### src/rtl/ring_div_pkg.sv
// Shared mode encodings and ring-pattern helpers for the ring clock divider.
// Helpers return 32-bit values; callers cast down to their ring width.
package ring_div_pkg;

  localparam logic MODE_ONEHOT  = 1'b0;
  localparam logic MODE_JOHNSON = 1'b1;

  // Requested length limited to the legal range [2, n_max].
  function automatic int clamp_len(input int len, input int n_max);
    if (len < 2) return 2;
    if (len > n_max) return n_max;
    return len;
  endfunction

  // First state after apply or self-correction.
  function automatic logic [31:0] start_pattern(input logic mode);
    return (mode == MODE_ONEHOT) ? 32'd1 : 32'd0;
  endfunction

  // Final state of a period in both modes: only bit len-1 set.
  function automatic logic [31:0] last_state(input int len);
    return 32'd1 << (len - 1);
  endfunction

  // Bits [len-1:0] set.
  function automatic logic [31:0] len_mask(input int len);
    return (32'd1 << len) - 32'd1;
  endfunction

endpackage

### src/rtl/ring_clk_div_if.sv
// Configuration request channel for ring_clk_div (valid/ready).
interface ring_clk_div_if #(
  parameter int LEN_W = 4
);
  logic [LEN_W-1:0] cfg_len;
  logic             cfg_mode;
  logic             cfg_vld;
  logic             cfg_rdy;

  modport master (output cfg_len, output cfg_mode, output cfg_vld, input cfg_rdy);
  modport slave  (input cfg_len, input cfg_mode, input cfg_vld, output cfg_rdy);
endinterface

### src/rtl/ring_cfg_slot.sv
// Single-entry holding register for a pending ring configuration.
// Accepts while empty, holds until the ring applies it; never overwritten.
module ring_cfg_slot #(
  parameter int LEN_W = 4
) (
  input  logic             sys_clk,
  input  logic             sys_rst,
  input  logic             i_vld,
  input  logic [LEN_W-1:0] i_len,
  input  logic             i_mode,
  input  logic             i_apply,
  output logic             o_rdy,
  output logic             o_pend,
  output logic [LEN_W-1:0] o_len,
  output logic             o_mode
);

  logic             r_pend;
  logic [LEN_W-1:0] r_len;
  logic             r_mode;

  // Capture on accept, release when the ring consumes the entry.
  always_ff @(posedge sys_clk) begin
    if (sys_rst) begin
      r_pend <= 1'b0;
      r_len  <= '0;
      r_mode <= 1'b0;
    end else if (i_vld && !r_pend) begin
      r_pend <= 1'b1;
      r_len  <= i_len;
      r_mode <= i_mode;
    end else if (i_apply) begin
      r_pend <= 1'b0;
    end
  end

  assign o_rdy  = ~r_pend;
  assign o_pend = r_pend;
  assign o_len  = r_len;
  assign o_mode = r_mode;

endmodule

### src/rtl/ring_clk_div.sv
// Ring-counter clock divider, one-hot (period L) or Johnson (period 2L).
// New configuration takes effect only at a wrap while running, so div_o
// never glitches. Optional macro RING_SELFCHK_EN adds an illegal-state
// checker that resets the ring to its start pattern and sets sticky err_o.
module ring_clk_div
  import ring_div_pkg::*;
#(
  parameter int N_MAX = 8,
  parameter int LEN_W = 4
) (
  input  logic             sys_clk,
  input  logic             sys_rst,
  input  logic             en,
  ring_clk_div_if.slave    cfg_if,
  output logic [N_MAX-1:0] ring_o,
  output logic             div_o,
  output logic             tick_o,
  output logic [LEN_W-1:0] len_o,
  output logic             mode_o,
  output logic             err_o
);

  logic [N_MAX-1:0] r_ring;
  logic [LEN_W-1:0] r_len;
  logic             r_mode;

  logic [N_MAX-1:0] w_mask;
  logic [N_MAX-1:0] w_last;
  logic [N_MAX-1:0] w_ring_nxt;
  logic [LEN_W-1:0] w_len_clamped;
  logic [LEN_W-1:0] w_slot_len;
  logic             w_slot_mode;
  logic             w_pend;
  logic             w_wrap;
  logic             w_msb;
  logic             w_apply;
  logic             w_illegal;

  assign w_mask        = N_MAX'(len_mask(int'(r_len)));
  assign w_last        = N_MAX'(last_state(int'(r_len)));
  assign w_wrap        = (r_ring == w_last);
  assign w_msb         = |(r_ring & w_last);
  assign w_len_clamped = LEN_W'(clamp_len(int'(cfg_if.cfg_len), N_MAX));

  // While idle there is no glitch risk, so a pending entry applies at once.
  assign w_apply = w_pend & (en ? w_wrap : 1'b1) & ~w_illegal;

  ring_cfg_slot #(.LEN_W(LEN_W)) u_slot (
    .sys_clk (sys_clk),
    .sys_rst (sys_rst),
    .i_vld   (cfg_if.cfg_vld),
    .i_len   (w_len_clamped),
    .i_mode  (cfg_if.cfg_mode),
    .i_apply (w_apply),
    .o_rdy   (cfg_if.cfg_rdy),
    .o_pend  (w_pend),
    .o_len   (w_slot_len),
    .o_mode  (w_slot_mode)
  );

  // Rotate within [L-1:0]; Johnson feeds back the inverted top bit.
  always_comb begin
    w_ring_nxt    = '0;
    w_ring_nxt[0] = (r_mode == MODE_JOHNSON) ? ~w_msb : w_msb;
    for (int i = 1; i < N_MAX; i++) begin
      if (i < int'(r_len)) w_ring_nxt[i] = r_ring[i-1];
    end
  end

`ifdef RING_SELFCHK_EN
  int   w_ones;
  int   w_edges;
  logic r_err;

  // Legality: one-hot has exactly one bit in range; Johnson has at most one
  // 0/1 boundary in range; nothing may be set above L-1.
  always_comb begin
    w_ones  = 0;
    w_edges = 0;
    for (int i = 0; i < N_MAX; i++) begin
      if (r_ring[i] && w_mask[i]) w_ones = w_ones + 1;
    end
    for (int i = 0; i < N_MAX - 1; i++) begin
      if ((i < int'(r_len) - 1) && (r_ring[i] != r_ring[i+1])) w_edges = w_edges + 1;
    end
    w_illegal = (|(r_ring & ~w_mask)) ||
                ((r_mode == MODE_ONEHOT) ? (w_ones != 1) : (w_edges > 1));
  end

  // Sticky error flag, cleared only by reset.
  always_ff @(posedge sys_clk) begin
    if (sys_rst)        r_err <= 1'b0;
    else if (w_illegal) r_err <= 1'b1;
  end

  assign err_o = r_err;
`else
  assign w_illegal = 1'b0;
  assign err_o     = 1'b0;
`endif

  // Ring state: reset, then self-correction, then apply, then advance.
  always_ff @(posedge sys_clk) begin
    if (sys_rst) begin
      r_ring <= N_MAX'(1);
      r_len  <= LEN_W'(N_MAX);
      r_mode <= MODE_ONEHOT;
    end else if (w_illegal) begin
      r_ring <= N_MAX'(start_pattern(r_mode));
    end else if (w_apply) begin
      r_ring <= N_MAX'(start_pattern(w_slot_mode));
      r_len  <= w_slot_len;
      r_mode <= w_slot_mode;
    end else if (en) begin
      r_ring <= w_ring_nxt;
    end
  end

  assign ring_o = r_ring;
  assign div_o  = (r_mode == MODE_JOHNSON) ? w_msb : r_ring[0];
  assign tick_o = en & w_wrap;
  assign len_o  = r_len;
  assign mode_o = r_mode;

endmodule
### src/flat_wrapper.sv
// flat-port wrapper written by rule: the top's interface ports become plain ports
module ring_clk_div_flat import ring_div_pkg::*;
#(
  parameter int N_MAX = 8,
  parameter int LEN_W = 4
)
  (sys_clk, sys_rst, en, ring_o, div_o, tick_o, len_o, mode_o, err_o, cfg_if_cfg_len, cfg_if_cfg_mode, cfg_if_cfg_vld, cfg_if_cfg_rdy);
  ring_clk_div_if #(.LEN_W(LEN_W)) cfg_if_i ();
  input  logic sys_clk;
  input  logic sys_rst;
  input  logic en;
  output logic [N_MAX-1:0] ring_o;
  output logic div_o;
  output logic tick_o;
  output logic [LEN_W-1:0] len_o;
  output logic mode_o;
  output logic err_o;
  input wire logic [$bits(cfg_if_i.cfg_len)-1:0] cfg_if_cfg_len;
  input wire logic [$bits(cfg_if_i.cfg_mode)-1:0] cfg_if_cfg_mode;
  input wire logic [$bits(cfg_if_i.cfg_vld)-1:0] cfg_if_cfg_vld;
  output wire logic [$bits(cfg_if_i.cfg_rdy)-1:0] cfg_if_cfg_rdy;
  assign cfg_if_i.cfg_len = cfg_if_cfg_len;
  assign cfg_if_i.cfg_mode = cfg_if_cfg_mode;
  assign cfg_if_i.cfg_vld = cfg_if_cfg_vld;
  assign cfg_if_cfg_rdy = cfg_if_i.cfg_rdy;
  ring_clk_div #(.N_MAX(N_MAX), .LEN_W(LEN_W)) u_core (.sys_clk(sys_clk), .sys_rst(sys_rst), .en(en), .cfg_if(cfg_if_i), .ring_o(ring_o), .div_o(div_o), .tick_o(tick_o), .len_o(len_o), .mode_o(mode_o), .err_o(err_o));
endmodule
### config.mk
export PLATFORM = sky130hd
export DESIGN_NAME = ring_clk_div_flat
export DESIGN_NICKNAME = d
export VERILOG_FILES = /design/src/rtl/ring_div_pkg.sv /design/src/rtl/ring_clk_div_if.sv /design/src/rtl/ring_cfg_slot.sv /design/src/rtl/ring_clk_div.sv /design/src/flat_wrapper.sv
export SDC_FILE = /design/constraint.sdc
export NUM_CORES = 1
export LEC_CHECK = 0
export ABC_AREA = 0
export CAP_MARGIN = 5
export CORE_ASPECT_RATIO = 0.6
export CORE_MARGIN = 3
export CORE_UTILIZATION = 46
export DETAILED_ROUTE_END_ITERATION = 6
export GPL_TIMING_DRIVEN = 0
export PLACE_DENSITY = 0.74
export RECOVER_POWER = 50
export SYNTH_ARGS = -nofsm -noshare
export SYNTH_HDL_FRONTEND = slang
export SYNTH_HIERARCHICAL = 1
export SYNTH_SLANG_ARGS = --single-unit
### constraint.sdc
create_clock -name sys_clk -period 2.8 [get_ports sys_clk]
set_clock_uncertainty 0.2 [all_clocks]
set_input_delay 0.28 -clock sys_clk [delete_from_list [all_inputs] [get_ports sys_clk]]
set_output_delay 0.28 -clock sys_clk [all_outputs]
set_load 0.02 [all_outputs]
After elaboration in Yosys (flattened, before gate mapping)
Index checks and enable logic that the tools add are counted.
{"block": "word_totals", "register_bits": 19, "out_inout_bits": 17, "wordCells": 50}
{"block": "classes", "muxes": 22, "n_lt_le_gt_ge": 9, "bitwise_logic": 5, "n_eq_ne": 1, "n_shift": 1, "add_sub_neg": 1, "n_reduce_logical": 5}
{"op": "<< shifter 1 x 32 -> 8 bit, first input constant", "n": 1}
{"op": "< comparator 3 x 4 -> 1 bit, first input constant", "n": 4}
{"op": "2-to-1 mux 1 bit", "n": 16}
{"op": "2-to-1 mux 8 bit", "n": 2}
{"op": "2-to-1 mux 4 bit", "n": 3}
{"op": "bitwise AND 8 bit", "n": 1}
{"op": "== test 8 bit", "n": 1}
{"op": "< comparator 2 x 4 -> 1 bit, first input constant", "n": 2}
{"op": "OR reduction 8 bit", "n": 1}
{"op": "subtractor 4 x 1 -> 5 bit, second input constant", "n": 1}
{"op": "> comparator 4 bit, second input constant", "n": 1}
{"op": "< comparator 1 x 4 -> 1 bit, first input constant", "n": 1}
{"op": "< comparator 4 x 2 -> 1 bit, second input constant", "n": 1}
{"op": "nonzero test 2 bit", "n": 2}
{"op": "bitwise AND 1 bit", "n": 2}
{"op": "2-to-1 mux 2 bit", "n": 1}
{"op": "inverter 1 bit", "n": 2}
{"op": "logical AND 1 bit", "n": 1}
{"op": "zero test 1 bit", "n": 1}

Longest topological paths before layout
Gate-level depths: netlist of the first run.
{"block": "logic_depth", "depth_word": 8, "mapped_depth": 13, "ltp_nobuf": 12}

By module
Netlist of the first run, hierarchy kept.
{"mod": "ring_clk_div", "n_inst": 1, "area_per_inst_um2": 1006.0, "cells_per_inst": 118}
{"mod": "ring_cfg_slot", "n_inst": 1, "area_per_inst_um2": 271.5, "cells_per_inst": 26}

Least setup slack after synthesis of the first run
OpenSTA, ideal clock, no wires.
{"block": "synth_path", "kind": "register -> register", "startpoint": "reg u_core.r_len[0], in the netlist u_core/len_o[0]", "endpoint": "reg u_core.u_slot.r_pend, in the netlist u_core/u_slot/o_pend", "path_slack_ps": -124, "path_stages_with_launch": 14, "path_buffers": 1, "setup_ps": 115, "arrival_time_ps": 2609, "t_required_ps": 2485, "path_cell_list": "dfxtp_1 > inv_2 > ha_1 > nor3b_1 > a21oi_1 > o22a_1 > nor3_1 > ha_1 > nor4_4 > nand2_1 > a21boi_2 > buf_6 > nor2b_1 > o21ba_1"}
{"block": "synth_via", "elab_chain_cells": 6}
{"element": "start: declaration", "line": "ring_clk_div.sv:24", "rtl": "logic [LEN_W-1:0] r_len;"}
{"element": "start signal: assignment", "line": "ring_clk_div.sv:106", "rtl": "r_len <= LEN_W'(N_MAX);"}
{"element": "start signal: assignment", "line": "ring_clk_div.sv:112", "rtl": "r_len <= w_slot_len;"}
{"element": "subtractor 4 x 1 -> 5 bit", "line": "ring_div_pkg.sv:22", "rtl": "return 32'd1 << (len - 1);"}
{"element": "<< shifter 1 x 32 -> 8 bit", "line": "ring_div_pkg.sv:22"}
{"element": "== test 8 bit", "line": "ring_clk_div.sv:41", "rtl": "assign w_wrap = (r_ring == w_last);"}
{"element": "2-to-1 mux 1 bit", "line": "ring_clk_div.sv:46", "rtl": "assign w_apply = w_pend & (en ? w_wrap : 1'b1) & ~w_illegal;"}
{"element": "bitwise AND 1 bit", "line": "ring_clk_div.sv:46"}
{"element": "named net u_core.w_apply", "line": "ring_clk_div.sv:36", "rtl": "logic w_apply;"}
{"element": "nonzero test 2 bit (no line)"}
{"element": "end signal: assignment", "line": "ring_cfg_slot.sv:25", "rtl": "r_pend <= 1'b0;"}
{"element": "end signal: assignment", "line": "ring_cfg_slot.sv:29", "rtl": "r_pend <= 1'b1;"}
{"element": "end signal: assignment", "line": "ring_cfg_slot.sv:33", "rtl": "r_pend <= 1'b0;"}
{"element": "end: declaration", "line": "ring_cfg_slot.sv:18", "rtl": "logic r_pend;"}
The timed path passes the listed nets, and every way through them passes these cells.
A chain may end at the register's enable or synchronous reset.

Final worst setup path of the first run
{"block": "layout_path", "startpoint": "reg u_core.r_len[0], in the netlist u_core/len_o[0]", "endpoint": "out tick_o"}
{"block": "layout_via", "elab_chain_cells": 4}
{"element": "subtractor 4 x 1 -> 5 bit", "line": "ring_div_pkg.sv:22"}
{"element": "<< shifter 1 x 32 -> 8 bit", "line": "ring_div_pkg.sv:22"}
{"element": "== test 8 bit", "line": "ring_clk_div.sv:41"}
{"element": "bitwise AND 1 bit", "line": "ring_clk_div.sv:121", "rtl": "assign tick_o = en & w_wrap;"}
{"element": "end: declaration", "line": "flat_wrapper.sv:14", "rtl": "output logic tick_o;"}
Every way passes these cells.

==> results.md, run 1 <==
* Max cap viols at 0
* Syn Area/Cell at 8.87 µm²
* Compound-Gate Fraction of Synth Area at 15.0%
* Cell Area, Placed at roughly 1600 µm²
* Initial antenna violation count at 0
* Io pins at 26
* Number of global-route vias before repair at 1051
* Synthesis Warnings at 6
* Worst-Skew Late Latency at ~260 ps
* Die width at around 74 µm
* Largest family of logic cells by synthesized area: simple AND/OR/NAND/NOR gates
* Final worst slack at -20.5 ps
* Vias at roughly 1200
* Static Leak at between 0.6 and 0.7 nW
* Area Growth Syn to Fin at 34.9%
* Global route total overflow at 0
* CTS tree: done
* Share of cells above drive strength 1 at 20.2%
* First DRT Iteration DRCs at 49
* Worst Hold Class: reg -> reg
* Hold Vio Cnt, Final at 0
* Max-slew violation count at 0
* Worst Hold Depth at 2
* Minimum clock period at 2820 ps
* Port Buf Inserts at 24
* Post-Synthesis Cells at 144
* Post-DR vias/cell at about 5.5
* Worst setup SP type: register
* Synth Area in Simple Gates at 32.0%
* Hpwl dp at 2520 µm
* Worst Setup End Kind: primary output
* Max frequency at 355 MHz
* Number of hold buffers added after CTS at 0
* Period utilisation layout at 101%
* GPL Wtd Cong at 0.859
* First-pass detailed-route iteration total at 4
* Reg2reg path depth at 9
* Failing checks: setup timing
* Synth unique cells at 38
* CTS root buf: clkbuf_8
* Util after Layout at 66.9%
* Post-route ant nets at 0
* Die area at 3470 µm²
* Kind of critical path: reg -> out
* R2r startpoint: u_core/len_o[0]
* Setup total negative slack at -30.6 ps
* Overall fraction of global-route tracks in use at 20.5%
* Clock slew seen by the registers of the worst setup and hold paths at 70 ps
* Antenna cells at 0
* Worst Path Required at 2320 ps
* Status: finished, violations left
* Critical Path Fanout Max at 5
* CTS sink cnt at 19
* Post-Place Setup Slack at -528 ps
* Rows at 14
* Prevailing post-synth register cell: dfxtp_1
* Clock Tree Buf Depth at 2
* Post-synthesis mux area share at 4.70%
* Num CTS Buffers at 3
* CTS H-Tree Depth at 1
* Unrepaired setup endpoints after global routing: true
* Die Ht at 46.8 µm
* Post-Route WL at 3380 µm
* First-pass GRT wire length at 5310 µm
* Syn_nets at approximately 170
* CP arrival at 2340 ps
* Nets@finish at 200
* Power Density at 357 nW/µm²
* Synth Area in XOR/XNOR at under 10%
* Slew HR at 56.7%
* Peak VDD IR at 0.360 mV
* Post-synthesis sequential area ratio at 29.8%
* WHS Endpoint: u_core/u_slot/o_len[2]
* Number of flops mapped to enable cells by yosys at 0
* Register-to-register setup slack at -10 ps
* Largest net degree at the start of global routing at 14
* Core Region at 2570 µm²
* WL per Instance at 16.1 µm
* Adder-cell share of the synthesized area at between 10% and 20%
* Worst Hold Launch: u_core/u_slot/o_len[2]
* Ys async rst share at 0%
* Final routed DRC violation total at 0
* FF-to-FF End: u_core/ring_o[0]
* Yosys reg bits at 19
* Final setup viols at 2
* Worst-Margin Slew at 647 ps
* Initial Util at 49.6%
* Post-Syn Area at ~1300 µm²
* Design area at between 1500 and 2000 µm²
cell families (layout without fill, tap and decap cells):
group                      Yosys count  count (layout)
buffers and inverters               14              48
adders and majority gates           12              12
DFF                                 19              19
and+or+nand+nor                     63              63
muxes                                6               6
other                                1               1
AOI/OAI and AO/OA                   27              27
xor gates and xnor gates             2               2
critical path: stages (launching register included):
cell and delay [ps]:
dfxtp_4 370, inv_4 50, ha_4 260, or3_1 340, nor2_1 180, ha_1 280, nor4_4 240, nand2_1 110
nor2_1 110, buf_4 140
power by group:
| group | total (mW) | switching, mW | internal, mW | leakage, nW |
|---|---|---|---|---|
| combinational | 0.132 | 0.0653 | 0.0671 | 0.511 |
| sequential | 0.293 | 0.0139 | 0.279 | 0.157 |
| clock | 0.190 | 0.0887 | 0.101 | 0.0228 |
cells in the mapped netlist, drive strengths merged (3+ instances only):
library cell,count,area [µm²]
nand3b,3,22.5
a21oi,4,20.0
ha,12,150
a31oi,3,18.8
nor4,4,67.6
o21ai,6,30.0
nand4bb,5,56.3
inv,6,22.5
clkbuf,6,23.8
nand2b,15,93.8
mux2i,6,60.1
nor2,19,71.3
dfxtp,19,380
a32oi,3,26.3
nor2b,4,32.5
nand2,7,26.3
cells in the final DEF (no fill, tap or decap), drive strengths merged:
cell type and count:
nor3 2, o211ai 1, o22a 1, nor2b 4
nand2b 15, nand4bb 5, and3 1, nor4 4
o41ai 2, clkbuf 10, clkdlybuf4s50 17, o21bai 1
a21oi 4, conb 1, a21o 2, o21ba 1
a221o 1, nand3b 3, a32oi 3, o21ai 6
o311ai 1, inv 6, dlygate4sd3 5, dfxtp 19
nor3b 2, nor2 19, a21boi 1, mux2i 6
ha 12, nand2 7, xor2 2, buf 10
or3 1, a31oi 3
flip-flops by register name, summed over array words and instances (netlist names):
name,count
u_core/len_o,4
u_core/u_slot/o_mode,1
u_core/mode_o,1
u_core/u_slot/o_len,4
u_core/ring_o,8
u_core/u_slot/o_pend,1
worst max path at each step:
stage                               start                    to  cells past startpoint
after floorplan           u_core/len_o[0]  u_core/u_slot/o_pend                     13
after global placement    u_core/len_o[0]                tick_o                     11
after detailed placement  u_core/len_o[0]                tick_o                     11
after CTS                 u_core/len_o[0]                tick_o                     11
after global routing      u_core/len_o[0]                tick_o                     11
final                     u_core/len_o[0]                tick_o                      9
metrics by stage:
stage | hold WS [ps] | power, mW | std cells
2_1_floorplan | 242 | 0.380 | 144
3_3_place_gp | 256 | 0.424 | 200
3_5_place_dp | 260 | 0.428 | 200
4_1_cts | 273 | 0.619 | 209
5_1_grt | 293 | 0.644 | 210
6_report | 272 | 0.615 | 210
timing repair:
item	CTS	global route
hold endpoints to repair	0	0
endpoints found under the setup margin	16	16
pin swaps	7	11
gates resized for setup	23	8
buffers inserted	5	1
cell type report:
class	instances	area, µm²
Tap cell	32	40.0
Inverter	6	27.5
Clock buffer	4	45.0
Buffer	8	53.8
Multi-Input combinational cell	111	890
Timing Repair Buffer	30	278
Sequential cell	19	389
Fill cell	190	852
per-layer routing:
layer	global-route usage (%)	vias up	part of all wire, %
li1	-	576	-
met1	29.6	540	48
met2	31.3	39	44
met3	5.77	2	6.7
met4	2.89	0	0.47
met5	0	-	0
(Power assumes the default switching activity.)
==> run 2: changes to the inputs <==
==> constraint.sdc (replaced) <==
create_clock -name sys_clk -period 2.8 [get_ports sys_clk]
set_clock_uncertainty 0.2 [all_clocks]
set_input_delay 0.28 -clock sys_clk [delete_from_list [all_inputs] [get_ports sys_clk]]
set_output_delay 0.28 -clock sys_clk [all_outputs]
set_load 0.05 [all_outputs]
==> results.md, run 2 (synthesis results as in run 1) <==
* Clock slew seen by the registers of the worst setup and hold paths at 70 ps (about the same)
* Max reg flops at 8 (unchanged)
* Post-Place Setup Slack at -685 ps (was -528 ps)
* Power Total at 647 µW (was 615 µW)
* Overall fraction of global-route tracks in use at 20.1% (was 20.5%)
* WL per Instance at 16.9 µm (was 16.1 µm)
* Worst setup SP type: register (unchanged)
* Initial antenna violation count at 0 (unchanged)
* Worst-Margin Slew at 683 ps (was 647 ps)
* Hpwl dp at 2430 µm (was 2520 µm)
* Max cap viols at 0 (unchanged)
* Clock Tree Buf Depth at 2 (unchanged)
* Worst Setup End Kind: primary output (unchanged)
* First-pass detailed-route iteration total at 4 (unchanged)
* Die width at 74.0 µm (unchanged)
* Setup total negative slack at -504 ps (was -30.6 ps)
* Slew HR at 54.2% (was 56.7%)
* Reg2reg path depth at 14 (was 9)
* Commonest non-fill, non-tap cells in the layout: nor2_1 (16), clkdlybuf4s50_1 (15), dfxtp_1 (15) (was clkdlybuf4s50_1 (17), nor2_1 (16), dfxtp_1 (16))
* First DRT Iteration DRCs at 63 (was 49)
* CTS sink cnt at 19 (unchanged)
* Post-Route WL at 3540 µm (was 3380 µm)
* Worst Hold Depth at 2 (unchanged)
* Most common cell after layout, fill and taps aside: nor2_1 (was clkdlybuf4s50_1)
* Period utilisation layout at 104% (was 101%)
* CP arrival at 2440 ps (was 2340 ps)
* Failing checks: setup timing (unchanged)
* GPL Wtd Cong at 0.831 (was 0.859)
* Unrepaired setup endpoints after global routing: true (unchanged)
* Global route total overflow at 0 (unchanged)
* Nets@finish at 200 (unchanged)
* Number of global-route vias before repair at 1079 (was 1051)
* CTS tree: done (unchanged)
* Die Ht at 46.8 µm (unchanged)
* Area Growth Syn to Fin at 37.0% (was 34.9%)
* Antenna cells at 0 (unchanged)
* Port Buf Inserts at 24 (unchanged)
* Kind of critical path: reg -> out (unchanged)
* Post-DR vias/cell at 5.79 (was 5.51)
* CTS root buf: clkbuf_8 (unchanged)
* CTS H-Tree Depth at 1 (unchanged)
* Fillers at 201 (was 190)
* Worst-Skew Late Latency at 250 ps (was 260 ps)
* Peak VDD IR at 0.251 mV (was 0.360 mV)
* Hold Vio Cnt, Final at 0 (unchanged)
* Core Region at 2570 µm² (unchanged)
* Worst Hold Class: reg -> reg (unchanged)
* Cell Area, Placed at 1590 µm² (was 1560 µm²)
* Initial Util at 49.6% (unchanged)
* Final worst slack at -115 ps (was -20.5 ps)
* Static Leak at 0.704 nW (was 0.690 nW)
* Final routed DRC violation total at 0 (unchanged)
* Max frequency at 343 MHz (was 355 MHz)
* Largest net degree at the start of global routing at 14 (unchanged)
* Rows at 14 (unchanged)
* Max-slew violation count at 0 (unchanged)
* Minimum clock period at 2920 ps (was 2820 ps)
* Io pins at 26 (unchanged)
* Post-route ant nets at 0 (unchanged)
* Final setup viols at 9 (was 2)
* Critical Path Fanout Max at 4 (was 5)
* Num CTS Buffers at 3 (unchanged)
* Share of cells above drive strength 1 at 22.5% (was 20.2%)
* Power Density at 370 nW/µm² (was 357 nW/µm²)
* Vias at 1216 (was 1157)
* Worst Path Required at 2320 ps (about the same)
* Worst hold slack at 270 ps (was 272 ps)
* First-pass GRT wire length at 5240 µm (was 5310 µm)
* Die area at 3470 µm² (unchanged)
* Design area at 1750 µm² (was 1720 µm²)
* Status: finished, violations left (unchanged)
==> run 2: cell types whose count changed in the layout (fill, tap and decap cells not counted), moves of 2 or more <==
cell,delta
buf_4,-2
o21ai_0,-3
dlygate4sd3_1,+2
clkdlybuf4s50_1,-2
buf_6,+2
o21ai_1,+3
==> run 2: power by group <==
part | internal (mW) | total (mW) | switching [mW] | leakage [nW]
clock network | 0.101 | 0.194 | 0.0928 | 0.0228
logic | 0.0675 | 0.159 | 0.0917 | 0.525
registers | 0.279 | 0.294 | 0.0144 | 0.156
==> run 2: worst max-delay path, cell delays in order, from the launching register on <==
cell	delay [ps]
dfxtp_4	360
inv_4	80
ha_4	160
nand2b_4	140
nor2_1	40
a31oi_1	210
nor2_1	80
ha_1	350
nor4_4	350
nand2_2	130
nor2_4	100
buf_6	160
==> run 2: worst paths after layout <==
check,from,slack (ps),end
setup reg to reg,u_core/len_o[0],-100,u_core/ring_o[7]
hold / removal,u_core/u_slot/o_len[1],270,u_core/u_slot/o_len[1]
hold reg to reg,u_core/u_slot/o_len[1],270,u_core/u_slot/o_len[1]
setup / recovery,u_core/len_o[0],-120,tick_o
==> run 2: layer usage <==
metal / GRT usage [%] / share of wire, % / vias up
met1: 31.0 / 50 / 579
met4: 3.25 / 1.1 / 0
met5: 0 / 0 / -
li1: - / - / 579
met2: 28.9 / 43 / 54
met3: 4.49 / 6.3 / 4
==> run 2: through the flow <==
stage	utilization (%)	cells
3_5_place_dp	61.6	200
4_1_cts	66.2	208
6_report	68.0	210
3_3_place_gp	61.6	200
5_1_grt	68.0	210
2_1_floorplan	-	144
==> run 2: timing repair <==
item	in CTS	in global routing
pin swaps	6	2
buffers inserted	4	2
gates resized for setup	22	7
hold buffers	0	0
endpoints found under the setup margin	16	16
gates cloned	0	0
==> run 2: area by class of cell <==
type                       instances  area, µm²  area share [%]
buffer                             8       46.3            2.64
clock buffer                       4       45.0            2.57
inverter                           6       27.5            1.57
multi-input combinational        111        916            52.3
sequential                        19        390            22.3
tap                               32       40.0            2.29
timing repair buffer              30        285            16.3
==> run 3: changes to the inputs <==
--- a/config.mk
+++ b/config.mk
@@ -10,6 +10,7 @@
 export CORE_ASPECT_RATIO = 0.6
 export CORE_MARGIN = 3
 export CORE_UTILIZATION = 46
+export CTS_BUF_LIST = sky130_fd_sc_hd__clkbuf_4 sky130_fd_sc_hd__clkbuf_8 sky130_fd_sc_hd__clkbuf_16
 export DETAILED_ROUTE_END_ITERATION = 6
 export GPL_TIMING_DRIVEN = 0
 export PLACE_DENSITY = 0.74
==> results.md, run 3 (synthesis results as in run 1) <==
* Io pins at 26 (unchanged)
* Peak VDD IR at 0.285 mV (was 0.251 mV)
* Worst Hold Class: reg -> reg (unchanged)
* Share of total power in the clock network at 30.9% (was 30.0%)
* GPL Wtd Cong at 0.831 (unchanged)
* CTS root buf: clkbuf_8 (unchanged)
* Max-slew violation count at 0 (unchanged)
* Core Region at 2570 µm² (unchanged)
* Initial Util at 49.6% (unchanged)
* Static Leak at 0.715 nW (was 0.704 nW)
* Power Density at 371 nW/µm² (was 370 nW/µm²)
* Most common cell after layout, fill and taps aside: nor2_1 (unchanged)
* First-pass GRT wire length at 5220 µm (was 5240 µm)
* Die width at 74.0 µm (unchanged)
* Worst-Skew Late Latency at 250 ps (about the same)
* Slew HR at 52.6% (was 54.2%)
* Vias at 1202 (was 1216)
* Fin cells at 211 (was 210)
* Final routed DRC violation total at 0 (unchanged)
* Post-route ant nets at 0 (unchanged)
* Dpl cells at 200 (unchanged)
* Initial antenna violation count at 0 (unchanged)
* Worst Path Required at 2320 ps (about the same)
* Global route total overflow at 0 (unchanged)
* Post-DR vias/cell at 5.70 (was 5.79)
* Max cap viols at 0 (unchanged)
* Kind of critical path: reg -> out (unchanged)
* Part of the power in registers at 44.6% (was 45.4%)
* Clock slew seen by the registers of the worst setup and hold paths at 70 ps (about the same)
* CTS H-Tree Depth at 1 (unchanged)
* Max reg flops at 8 (unchanged)
* P_sw at 200 µW (was 199 µW)
* Worst hold slack at 266 ps (was 270 ps)
* Failing checks: setup timing (unchanged)
* Rows at 14 (unchanged)
* CTS sink cnt at 19 (unchanged)
* Die area at 3470 µm² (unchanged)
* Period utilisation layout at 104% (about the same)
* First-pass detailed-route iteration total at 4 (unchanged)
* Unrepaired setup endpoints after global routing: true (unchanged)
* Clock Tree Buf Depth at 2 (unchanged)
* Post-Route WL at 3490 µm (was 3540 µm)
* Critical Path Fanout Max at 4 (unchanged)
* Nets@finish at 201 (was 200)
* Worst-Margin Slew at 708 ps (was 683 ps)
* Share of cells above drive strength 1 at 24.0% (was 22.5%)
* Area Growth Syn to Fin at 39.1% (was 37.0%)
* Max frequency at 345 MHz (was 343 MHz)
* Logic pwr share at 24.4% (was 24.6%)
* Switching share of total power at 30.3% (was 30.8%)
* Worst Setup End Kind: primary output (unchanged)
* Minimum clock period at 2900 ps (was 2920 ps)
* Final setup viols at 7 (was 9)
* Largest net degree at the start of global routing at 14 (unchanged)
* Worst setup SP type: register (unchanged)
* First DRT Iteration DRCs at 43 (was 63)
* CP arrival at 2420 ps (was 2440 ps)
* Status: finished, violations left (unchanged)
* Pint at 460 µW (was 448 µW)
* Hold Vio Cnt, Final at 0 (unchanged)
* Cell Area, Placed at 1590 µm² (unchanged)
* Die Ht at 46.8 µm (unchanged)
* Design area at 1780 µm² (was 1750 µm²)
* Hpwl dp at 2430 µm (unchanged)
* WL per Instance at 16.5 µm (was 16.9 µm)
* Antenna cells at 0 (unchanged)
* Final worst slack at -102 ps (was -115 ps)
* Num CTS Buffers at 3 (unchanged)
* Number of global-route vias before repair at 1072 (was 1079)
* CTS tree: done (unchanged)
* Commonest non-fill, non-tap cells in the layout: nor2_1 (17), clkdlybuf4s50_1 (16), dfxtp_1 (15) (was nor2_1 (16), clkdlybuf4s50_1 (15), dfxtp_1 (15))
* Port Buf Inserts at 24 (unchanged)
* Overall fraction of global-route tracks in use at 20.2% (was 20.1%)
* Number of hold buffers added after CTS at 0 (unchanged)
## run 3: worst paths after layout
path / to / start / cells after the start / slack, ps
hold / removal: u_core/u_slot/o_len[3] / u_core/u_slot/o_len[3] / 2 / 270
setup / recovery: tick_o / u_core/len_o[0] / 11 / -100
hold reg to reg: u_core/u_slot/o_len[3] / u_core/u_slot/o_len[3] / 2 / 270
setup reg to reg: u_core/ring_o[7] / u_core/len_o[0] / 14 / -90
## run 3: area by class of cell
cell class	count	area (µm²)
multi-input combinational	111	933
fill	191	798
sequential	19	390
timing repair buffer	31	293
clock buffer	4	48.8
buffer	8	46.3
tap	32	40.0
inverter	6	25.0
## run 3: power by group through the flow
stage / combinational (mW) / clock (mW) / sequential, mW
after global routing: 0.171 / 0.217 / 0.296
after detailed placement: 0.149 / 0 / 0.300
final: 0.161 / 0.204 / 0.294
after floorplan: 0.0872 / 0 / 0.314
after CTS: 0.153 / 0.206 / 0.293
after global placement: 0.146 / 0 / 0.300
## run 3: critical path, stage by stage, from the launching register on
cell     delay [ps]
dfxtp_4         380
inv_4            50
ha_4            170
nor3b_2         150
a21oi_1          60
o22a_1          210
nor2_2          180
ha_4            220
nor4_4          340
nand2_2         130
nor2_4          100
buf_6           160
## run 3: metal layers
metal | track usage (%) | routed length, µm | vias to the layer above | part of all wire [%]
li1 | - | - | 581 | -
met1 | 30.5 | 1720 | 576 | 49
met2 | 28.7 | 1510 | 41 | 43
met3 | 5.34 | 226 | 4 | 6.5
met4 | 3.97 | 31 | 0 | 0.89
met5 | 0 | 0 | - | 0
## run 3: timing repair
item | 4_1_cts | 5_1_grt
pin swaps | 6 | 3
gates resized for setup | 22 | 7
setup buffers | 4 | 3
endpoints found under the setup margin | 16 | 16
## run 3: through the flow
step | setup slack, ps | util, % | TNS (ps) | power, mW
final | -102 | 69.0 | -425 | 0.660
after global routing | -207 | 69.0 | -1800 | 0.684
after CTS | -58.5 | 66.4 | -99.1 | 0.652
after detailed placement | -685 | 61.6 | -2610 | 0.450
after global placement | -623 | 61.6 | -1410 | 0.446
after floorplan | 6.35 | - | 0 | 0.402
